## src/rtl/frame_slot_scheduler_pkg.sv

```systemverilog
// Shared types and 50 MHz defaults for the per-frame resource slot scheduler.
package frame_slot_scheduler_pkg;

  typedef enum logic [1:0] {
    WAIT_FRAME = 2'd0,
    ARB        = 2'd1,
    GRANT      = 2'd2,
    CLOSED     = 2'd3
  } state_t;

  // 16 ms frame at 50 MHz
  localparam int DEF_FRAME_LEN = 800000;
  localparam int DEF_GUARD     = 2048;
  localparam int DEF_HOLD_MAX  = 4096;
  localparam int DEF_CNT_W     = 20;
  localparam int ERR_IDX_W     = 3;

endpackage

```

## src/rtl/frame_slot_scheduler_rr_pick.sv

```systemverilog
// Combinational round-robin picker: first pending index at or after ptr, wrapping.
module frame_slot_scheduler_rr_pick
  import frame_slot_scheduler_pkg::*;
#(
  parameter int N_REQ = 4
) (
  input  logic [N_REQ-1:0]     pending,
  input  logic [ERR_IDX_W-1:0] ptr,
  output logic                 valid,
  output logic [ERR_IDX_W-1:0] idx,
  output logic [N_REQ-1:0]     onehot
);

  // Rotate so the search always starts at bit 0, then map back to an absolute index
  always_comb begin
    logic [N_REQ-1:0] rot;
    int sel;
    rot    = N_REQ'({pending, pending} >> ptr);
    sel    = 0;
    valid  = 1'b0;
    idx    = '0;
    onehot = '0;
    for (int k = 0; k < N_REQ; k++) begin
      if (!valid && rot[k]) begin
        valid = 1'b1;
        sel   = int'(ptr) + k;
        if (sel >= N_REQ) sel = sel - N_REQ;
        idx    = ERR_IDX_W'(sel);
        onehot = {{(N_REQ-1){1'b0}}, 1'b1} << sel;
      end
    end
  end

endmodule

```

## src/rtl/frame_slot_scheduler.sv

```systemverilog
// Per-frame round-robin slot scheduler: one service per requester per control frame,
// with hold timeout, closing guard window and frame-end abort of a running grant.
module frame_slot_scheduler
  import frame_slot_scheduler_pkg::*;
#(
  parameter int N_REQ     = 4,
  parameter int FRAME_LEN = DEF_FRAME_LEN,
  parameter int GUARD     = DEF_GUARD,
  parameter int HOLD_MAX  = DEF_HOLD_MAX,
  parameter int CNT_W     = DEF_CNT_W
) (
  input  logic                 clk,
  input  logic                 rst_n,
  input  logic                 frame_tick,
  input  logic                 frame_clr,
  input  logic [N_REQ-1:0]     req,
  input  logic [N_REQ-1:0]     done,
  output logic [N_REQ-1:0]     grant,
  output logic                 frame_active,
  output logic                 window_open,
  output logic                 timeout_err,
  output logic                 overrun_err,
  output logic [ERR_IDX_W-1:0] err_idx,
  output logic [N_REQ-1:0]     served
);

  localparam logic [CNT_W-1:0]     FRAME_END = CNT_W'(FRAME_LEN);
  localparam logic [CNT_W-1:0]     WIN_END   = CNT_W'(FRAME_LEN - GUARD);
  localparam logic [CNT_W-1:0]     HOLD_LAST = CNT_W'(HOLD_MAX - 1);
  localparam logic [ERR_IDX_W-1:0] LAST_IDX  = ERR_IDX_W'(N_REQ - 1);

  state_t               state;
  logic                 tick_q;
  logic [CNT_W-1:0]     frame_cnt;
  logic [CNT_W-1:0]     hold_cnt;
  logic [N_REQ-1:0]     grant_q;
  logic [ERR_IDX_W-1:0] gidx;
  logic [ERR_IDX_W-1:0] rr_ptr;
  logic [ERR_IDX_W-1:0] next_ptr;
  logic [N_REQ-1:0]     pending;
  logic [N_REQ-1:0]     pick_onehot;
  logic [ERR_IDX_W-1:0] pick_idx;
  logic                 pick_valid;
  logic                 frame_edge;
  logic                 done_hit;

  assign frame_edge  = frame_tick & ~tick_q;
  assign pending     = req & ~served;
  assign done_hit    = |(done & grant_q);
  assign next_ptr    = (gidx == LAST_IDX) ? '0 : gidx + 1'b1;
  assign window_open = frame_active && (frame_cnt < WIN_END);
  // frame_clr takes the resource away in the same cycle, ahead of the registered drop
  assign grant       = grant_q & {N_REQ{~frame_clr}};

  frame_slot_scheduler_rr_pick #(.N_REQ(N_REQ)) u_pick (
    .pending (pending),
    .ptr     (rr_ptr),
    .valid   (pick_valid),
    .idx     (pick_idx),
    .onehot  (pick_onehot)
  );

  always_ff @(posedge clk or negedge rst_n) begin
    if (!rst_n) begin
      state        <= WAIT_FRAME;
      tick_q       <= 1'b0;
      frame_cnt    <= '0;
      hold_cnt     <= '0;
      grant_q      <= '0;
      gidx         <= '0;
      rr_ptr       <= '0;
      frame_active <= 1'b0;
      timeout_err  <= 1'b0;
      overrun_err  <= 1'b0;
      err_idx      <= '0;
      served       <= '0;
    end else begin
      tick_q      <= frame_tick;
      timeout_err <= 1'b0;
      overrun_err <= 1'b0;
      if (frame_active && frame_cnt != FRAME_END) frame_cnt <= frame_cnt + 1'b1;

      // Frame end, or a new frame start that arrives before the old frame was cleared
      if (frame_active && (frame_clr || frame_edge)) begin
        grant_q <= '0;
        if (state == GRANT) begin
          overrun_err <= 1'b1;
          err_idx     <= gidx;
          rr_ptr      <= next_ptr;
          served      <= served | grant_q;
        end
        if (frame_edge) begin
          served    <= '0;
          frame_cnt <= '0;
          state     <= ARB;
        end else begin
          frame_active <= 1'b0;
          state        <= WAIT_FRAME;
        end
      end else begin
        unique case (state)
          WAIT_FRAME: begin
            if (frame_edge) begin
              served       <= '0;
              frame_cnt    <= '0;
              frame_active <= 1'b1;
              state        <= ARB;
            end
          end
          ARB: begin
            if (!window_open) begin
              state <= CLOSED;
            end else if (pick_valid) begin
              grant_q  <= pick_onehot;
              gidx     <= pick_idx;
              hold_cnt <= '0;
              state    <= GRANT;
            end
          end
          GRANT: begin
            hold_cnt <= hold_cnt + 1'b1;
            // A completion in the final hold cycle still counts as a clean finish
            if (done_hit || hold_cnt == HOLD_LAST) begin
              grant_q <= '0;
              served  <= served | grant_q;
              rr_ptr  <= next_ptr;
              state   <= ARB;
              if (!done_hit) begin
                timeout_err <= 1'b1;
                err_idx     <= gidx;
              end
            end
          end
          CLOSED: begin
          end
          default: state <= WAIT_FRAME;
        endcase
      end
    end
  end

endmodule

```

## config.mk

```make
export PLATFORM = sky130hd
export DESIGN_NAME = frame_slot_scheduler
export DESIGN_NICKNAME = d
export VERILOG_FILES = /design/src/rtl/frame_slot_scheduler_pkg.sv /design/src/rtl/frame_slot_scheduler_rr_pick.sv /design/src/rtl/frame_slot_scheduler.sv
export SDC_FILE = /design/constraint.sdc
export NUM_CORES = 1
export LEC_CHECK = 0
export CAP_MARGIN = 20
export CORE_MARGIN = 8
export CORE_UTILIZATION = 59
export DETAILED_ROUTE_END_ITERATION = 8
export GPL_TIMING_DRIVEN = 1
export PLACE_DENSITY = 0.76
export SLEW_MARGIN = 40
export SYNTH_ARGS = -nofsm -noshare
export SYNTH_HDL_FRONTEND = slang
export SYNTH_SLANG_ARGS = --single-unit
export TNS_END_PERCENT = 30
```

## constraint.sdc

```tcl
create_clock -name clk -period 2.8 [get_ports clk]
set_input_delay 0.28 -clock clk [delete_from_list [all_inputs] [get_ports clk]]
set_output_delay 0.28 -clock clk [all_outputs]
set_load 0.03 [all_outputs]
```

==> results of run 1 <==
==> logic make-up after synthesis <==
kind of cell	synth area share [%]
buffers and inverters	3.04
adder cells (fa/ha/maj)	4.25
multiplexers	1.18
AO/OA/AOI/OAI	16.3
AND/OR/NAND/NOR	27.7
flip-flops	41.1
XOR/XNOR	6.40
==> cell usage after synthesis, types with 9 or more instances <==
cell type | instances | area [um2]
and2_1 | 9 | 56.3
dfrtp_1 | 63 | 1580
ha_1 | 13 | 163
inv_1 | 15 | 56.3
nand2_1 | 37 | 139
nand3_1 | 14 | 70.1
nand4_1 | 9 | 56.3
nor2_1 | 40 | 150
nor3_1 | 9 | 45.0
nor4_1 | 9 | 56.3
o21ai_0 | 21 | 105
xnor2_1 | 20 | 175
==> flip-flops by register name, summed over array words and instances, names as in the netlist <==
name,count
grant_q,4
state,2
tick_q,1
rr_ptr,3
hold_cnt,20
frame_cnt,20
overrun_err,1
frame_active,1
served,4
gidx,3
err_idx,3
timeout_err,1
==> per-stage QoR <==
stage               instances  worst slack, ns  hold WS [ns]  power, mW  instance area [um2]
CTS                       522           0.0913         0.380       1.88                 4420
detailed placement        506            0.188         0.243       1.00                 4200
global route              522           0.0323         0.409       1.93                 4430
global placement          506            0.259         0.232       1.00                 4200
finish                    522            0.187         0.396       1.86                 4430
floorplan                 405            0.569       -0.0156      0.959                 3830
==> final timing paths <==
kind / end / depth (start not counted) / startpoint / slack [ns]
hold / removal: tick_q / 1 / frame_tick / 0.40
setup reg to reg: hold_cnt[18] / 8 / hold_cnt[0] / 0.38
min in group asynchronous: hold_cnt[5] / 2 / rst_n / 0.41
setup / recovery: window_open / 4 / frame_cnt[16] / 0.19
max in group asynchronous: timeout_err / 3 / rst_n / 1.79
hold reg to reg: rr_ptr[0] / 1 / gidx[0] / 0.51
==> layout make-up <==
cell class | instances | area (um2)
timing repair buffer | 36 | 345
tap | 77 | 96.3
sequential | 63 | 1580
inverter | 15 | 56.3
clock buffer | 11 | 141
fill | 538 | 1880
multi-input combinational | 316 | 2140
clock inverter | 4 | 70.1
==> power by group through the flow <==
stage	clock network, mW	registers [mW]	logic [mW]
CTS	0.887	0.914	0.0747
floorplan	0	0.931	0.0283
detailed placement	0	0.931	0.0734
global placement	0	0.931	0.0723
global route	0.929	0.914	0.0825
finish	0.876	0.914	0.0738
==> worst reg2reg max path, cell delays in order (launching register included) <==
cell     delay [ns]
dfrtp_1        0.42
ha_1           0.18
and3_1         0.19
nand4_1        0.32
buf_4          0.28
or3_1          0.47
o21ai_0        0.18
nand2_1        0.07
a32o_1         0.20
==> metal layers <==
layer | GRT usage [%] | share of wire [%]
met3 | 4.56 | 4.4
met1 | 26.0 | 46
met5 | 0 | 0
met2 | 32.3 | 49
met4 | 6.56 | 1.0
==> what timing repair did <==
action / 4_1_cts / 5_1_grt
hold endpoints to repair: 17 / 0
hold buffers: 1 / 0
endpoints found under the setup margin: 0 / 1
resized for setup: 0 / 1
==> impl_metrics.ini, run 1 <==
[worst_setup_path]
setup.worst_path.class = register to primary output
crit_chain = nor4_2 -> o2111ai_1 -> nand2_1 -> clkdlybuf4s50_1
crit_family = buffers and inverters
cp.required_ns = 2.52
cp.arrival_ns = 2.33
crit_path_end_kind = primary output
slowest_delay_ns = 0.69
slowest_stage = clkdlybuf4s50_1
critPathMaxFanout = 4
path_buf_inv = 1
cp-start-kind = register

[timing]
fin_crit_sh_pct = 93.3
max_slew_margin_pct = 64.5
hold_violations = 0
tns_ns = 0
finalSetupViolCount = 0
min_period_ns = 2.61
rsz0062_at_grt = false
drv_slew = 0
worst_slew_pin_slew_ns = 0.526
fin_worst_skew_ns = 0.00925
fmax_ghz = 0.383

[run]
cap_violations = 0

[floorplan]
pin_count = 27
rows = 29
core_um2 = 6310
die_area_um2 = 9330
start_util_pct = 60.7
die_x_um = 96.6
die_y_um = 96.6

[power]
power.internal_mw = 1.46
p_leak_nw = 1.89
seqPwrFrac_pct = 49.0
switching_power_mw = 0.401
p_sw_share_pct = 21.5
clockPowerShare_pct = 47.0
cellPowerDensity_nw_per_um2 = 421
p_comb_share_pct = 4.0
irDropWorstVdd_mv = 0.370

[grt]
track_usage_pct = 20.0
grt_max_degree = 47
antenna_found_initial = 0
gr-total-overflow = 0
grt_pass1_vias = 3137
grt_pass1_wl_um = 14700

[placed_design]
place_congestion = 0.857
portBuffers = 26
dp_hpwl_um = 6130

[synthesis]
ys_types = 61
syn_nets = 430
synth_flop_cell = dfrtp_1
syn_area_per_cell_um2 = 9.46
synth_edf_count = 0
synthCells = 405
syn-cell-area_um2 = 3830
yosys_warnings = 0
synthArstFlopShare_pct = 100
synth_seq_cells = 63
ys_seq_area_share_pct = 41.1

[final_layout]
area_delta_synth_final_pct = 15.6
final_cell_mix = dfrtp_1, nor2_1, nand2_1, clkdlybuf4s50_1, o21ai_0
nets = 466
drive_gt1_share_pct = 10.3
mostFrequentLayoutCell = dfrtp_1
antenna_cells = 0
final_util_pct = 70.2

[clocking]
cts-root-buf = clkbuf_8
clockBufferDepth = 2
clkLatencyLatePin_ns = 0.35
clkSinkCount = 63
tritoncts.num_buffers = 9
ctsHtreeMaxLevel = 3
cts_tree = yes
cts_setup_buffers = 0
path_clk_slew_ns = 0.07

[hold_path]
min-delay-path-class = primary input to register

[route]
wl_per_cell_um = 16.5
drt_first_pass_iters = 7
drt_iter0_drc = 250
drc = 0
viasPerCell = 6.09
wirelength_um = 8610
num_vias = 3180
drtAntennaViolNets = 0

[run_status]
status = finished clean
No activity file was read; power rests on OpenSTA's default activity.
==> run 2, diff against run 1 <==
- CAP_MARGIN: 20 -> 25
- CORE_UTILIZATION: 59 -> 60
- PLACE_DENSITY: 0.76 -> 0.77
- SYNTH_HIERARCHICAL: not set -> 1
==> run 2 against run 1 <==
Worst setup slack got worse by 0.054 ns. Synthesized area rose by 4.1%. Sequential share of layout area fell by 0.88 points.
==> impl_metrics.ini, run 2 <==
[power]
power.internal_mw = 2.21
p_leak_nw = 1.95
cellPowerDensity_nw_per_um2 = 866
p_comb_share_pct = 47.8
seqPwrFrac_pct = 34.8
clockPowerShare_pct = 17.4
p_sw_share_pct = 43.8
irDropWorstVdd_mv = 0.779
switching_power_mw = 1.72

[route]
viasPerCell = 6.44
drt_iter0_drc = 208
wirelength_um = 9110
drtAntennaViolNets = 0
drc = 0
drt_first_pass_iters = 4
num_vias = 3504
wl_per_cell_um = 16.7

[clocking]
tritoncts.num_buffers = 9
clkSinkCount = 63
clockBufferDepth = 2
cts-root-buf = clkbuf_8
clkLatencyLatePin_ns = 0.34
cts_setup_buffers = 0
ctsHtreeMaxLevel = 3
cts_tree = yes
path_clk_slew_ns = 0.07

[synthesis]
yosysMostFrequentCell = dfrtp_1
ys_seq_area_share_pct = 39.5
synth_commonest_cells = dfrtp_1, nand3_1, nand2_1
syn-cell-area_um2 = 3990
syn_nets = 459
synthArstFlopShare_pct = 100
synthCells = 432
synth_edf_count = 0
synthTopCellsByArea = dfrtp_1, ha_1, nand3_1
yosysTopAreaCellShare_pct = 39.5
ys_types = 62
synth_largest_area_cell = dfrtp_1
synth_flop_cell = dfrtp_1
syn_area_per_cell_um2 = 9.23
synth_seq_cells = 63
yosys_warnings = 6

[worst_setup_path]
r2r-start = served[2]
cp.arrival_ns = 2.39
cp.required_ns = 2.52
rr_worst_depth = 11
critPathMaxFanout = 4
crit_start = frame_cnt[16]
cp-start-kind = register
setup.worst_path.class = register to primary output
crit_path_end_kind = primary output

[grt]
track_usage_pct = 19.5
antenna_found_initial = 0
grt_util_met2_pct = 33.0
grt_max_degree = 39
grtUsageMet1_pct = 24.3
top_usage_layer = met2
grt_pass1_wl_um = 15900
gr-total-overflow = 0
use_met3_pct = 4.05
grt_pass1_vias = 3413

[timing]
worst_slew_pin_slew_ns = 0.660
fin_worst_skew_ns = 0.00846
drv_slew = 0
tns_ns = 0
min_period_ns = 2.67
fin_crit_sh_pct = 95.2
max_slew_margin_pct = 56.0
fmax_ghz = 0.375
fin_ws_ns = 0.133
holdWs_ns = 0.415
finalSetupViolCount = 0
rsz0062_at_grt = false
hold_violations = 0

[hold_path]
hp-start = frame_tick
min-delay-path-class = primary input to register
hold-path-cell-count = 1

[final_layout]
reg.largest.list = frame_cnt x20, hold_cnt x20
mostFrequentLayoutCell = dfrtp_1
finalInstanceArea_um2 = 4540
drive_gt1_share_pct = 9.42
final_cell_mix = dfrtp_1, nand3_1, nand2_1, clkdlybuf4s50_1, inv_1
final_cells = 544
antenna_cells = 0
nets = 490
area_delta_synth_final_pct = 13.9

[run_status]
status = finished clean

[placed_design]
place_congestion = 0.884
portBuffers = 26
placed_area_um2 = 4360
dp_hpwl_um = 6400
place_ws_ns = -0.00456
dp_cells = 528

[floorplan]
core_um2 = 6390
pin_count = 27
rows = 29
die_x_um = 97.5
die_area_um2 = 9510
start_util_pct = 62.5
die_y_um = 97.5

[run]
cap_violations = 0
## run 2: changes by cell type in the layout (fill, tap and decap cells not counted), moves of 11 or more
cell,delta
a21oi_1,+13
o21ai_1,+13
nor2_1,-19
o21ai_0,-11
xnor2_1,-18
nand3_1,+23
## run 2: path summary, 6_finish.rpt
check                                to  slack (ns)
min reg2reg                  err_idx[2]        0.49
min in group asynchronous     rr_ptr[2]        0.50
max in group asynchronous  frame_cnt[9]        1.68
max                         window_open        0.13
min                              tick_q        0.41
max reg2reg                hold_cnt[10]        0.39
## run 2: area by class of cell
class / instances / area, um2
fill: 486 / 1840
inverter: 23 / 86.3
sequential: 63 / 1580
timing repair buffer: 41 / 383
clock buffer: 11 / 141
tap: 77 / 96.3
multi-input combinational: 325 / 2240
clock inverter: 4 / 22.5
## run 2: cell families after synthesis
group,Yosys count,share of synthesized area (%)
simple gates,177,24.4
compound gates,110,20.5
flops,63,39.5
buf+inv,44,4.58
mux,20,5.77
fa+ha+maj,15,4.71
xor+xnor,2,0.439
other cells,1,0.0940
## run 2: power groups by stage
stage                     registers [mW]  clock network, mW  logic [mW]
after CTS                           1.37              0.693        1.87
after floorplan                     1.37                  0        1.31
final                               1.37              0.683        1.88
after detailed placement            1.38                  0        1.85
after global placement              1.37                  0        1.81
after global routing                1.41              0.736        2.06
## run 2: through the flow
stage,total power [mW],util [%]
after floorplan,2.68,-
after global placement,3.18,68.3
after detailed placement,3.24,68.3
after CTS,3.93,71.1
after global routing,4.20,71.1
final,3.93,71.1
## run 2: critical path, cell delays in order, from the launching register on
cell and delay, ns:
dfrtp_1 0.41, nor4_2 0.37, o311a_1 0.35, o21ai_1 0.14
inv_2 0.10, clkdlybuf4s50_1 0.66
## run 2: layer usage
metal / wire length [um] / up-vias
met5: 0 / -
met1: 4160 / 1722
met3: 384 / 10
met4: 103 / 0
met2: 4460 / 78
li1: - / 1694
## run 2: timing repair
item | CTS | global route
endpoints found under the hold margin | 25 | 0
setup endpoints to repair | 1 | 14
hold buffers | 1 | 0
resized for setup | 1 | 1
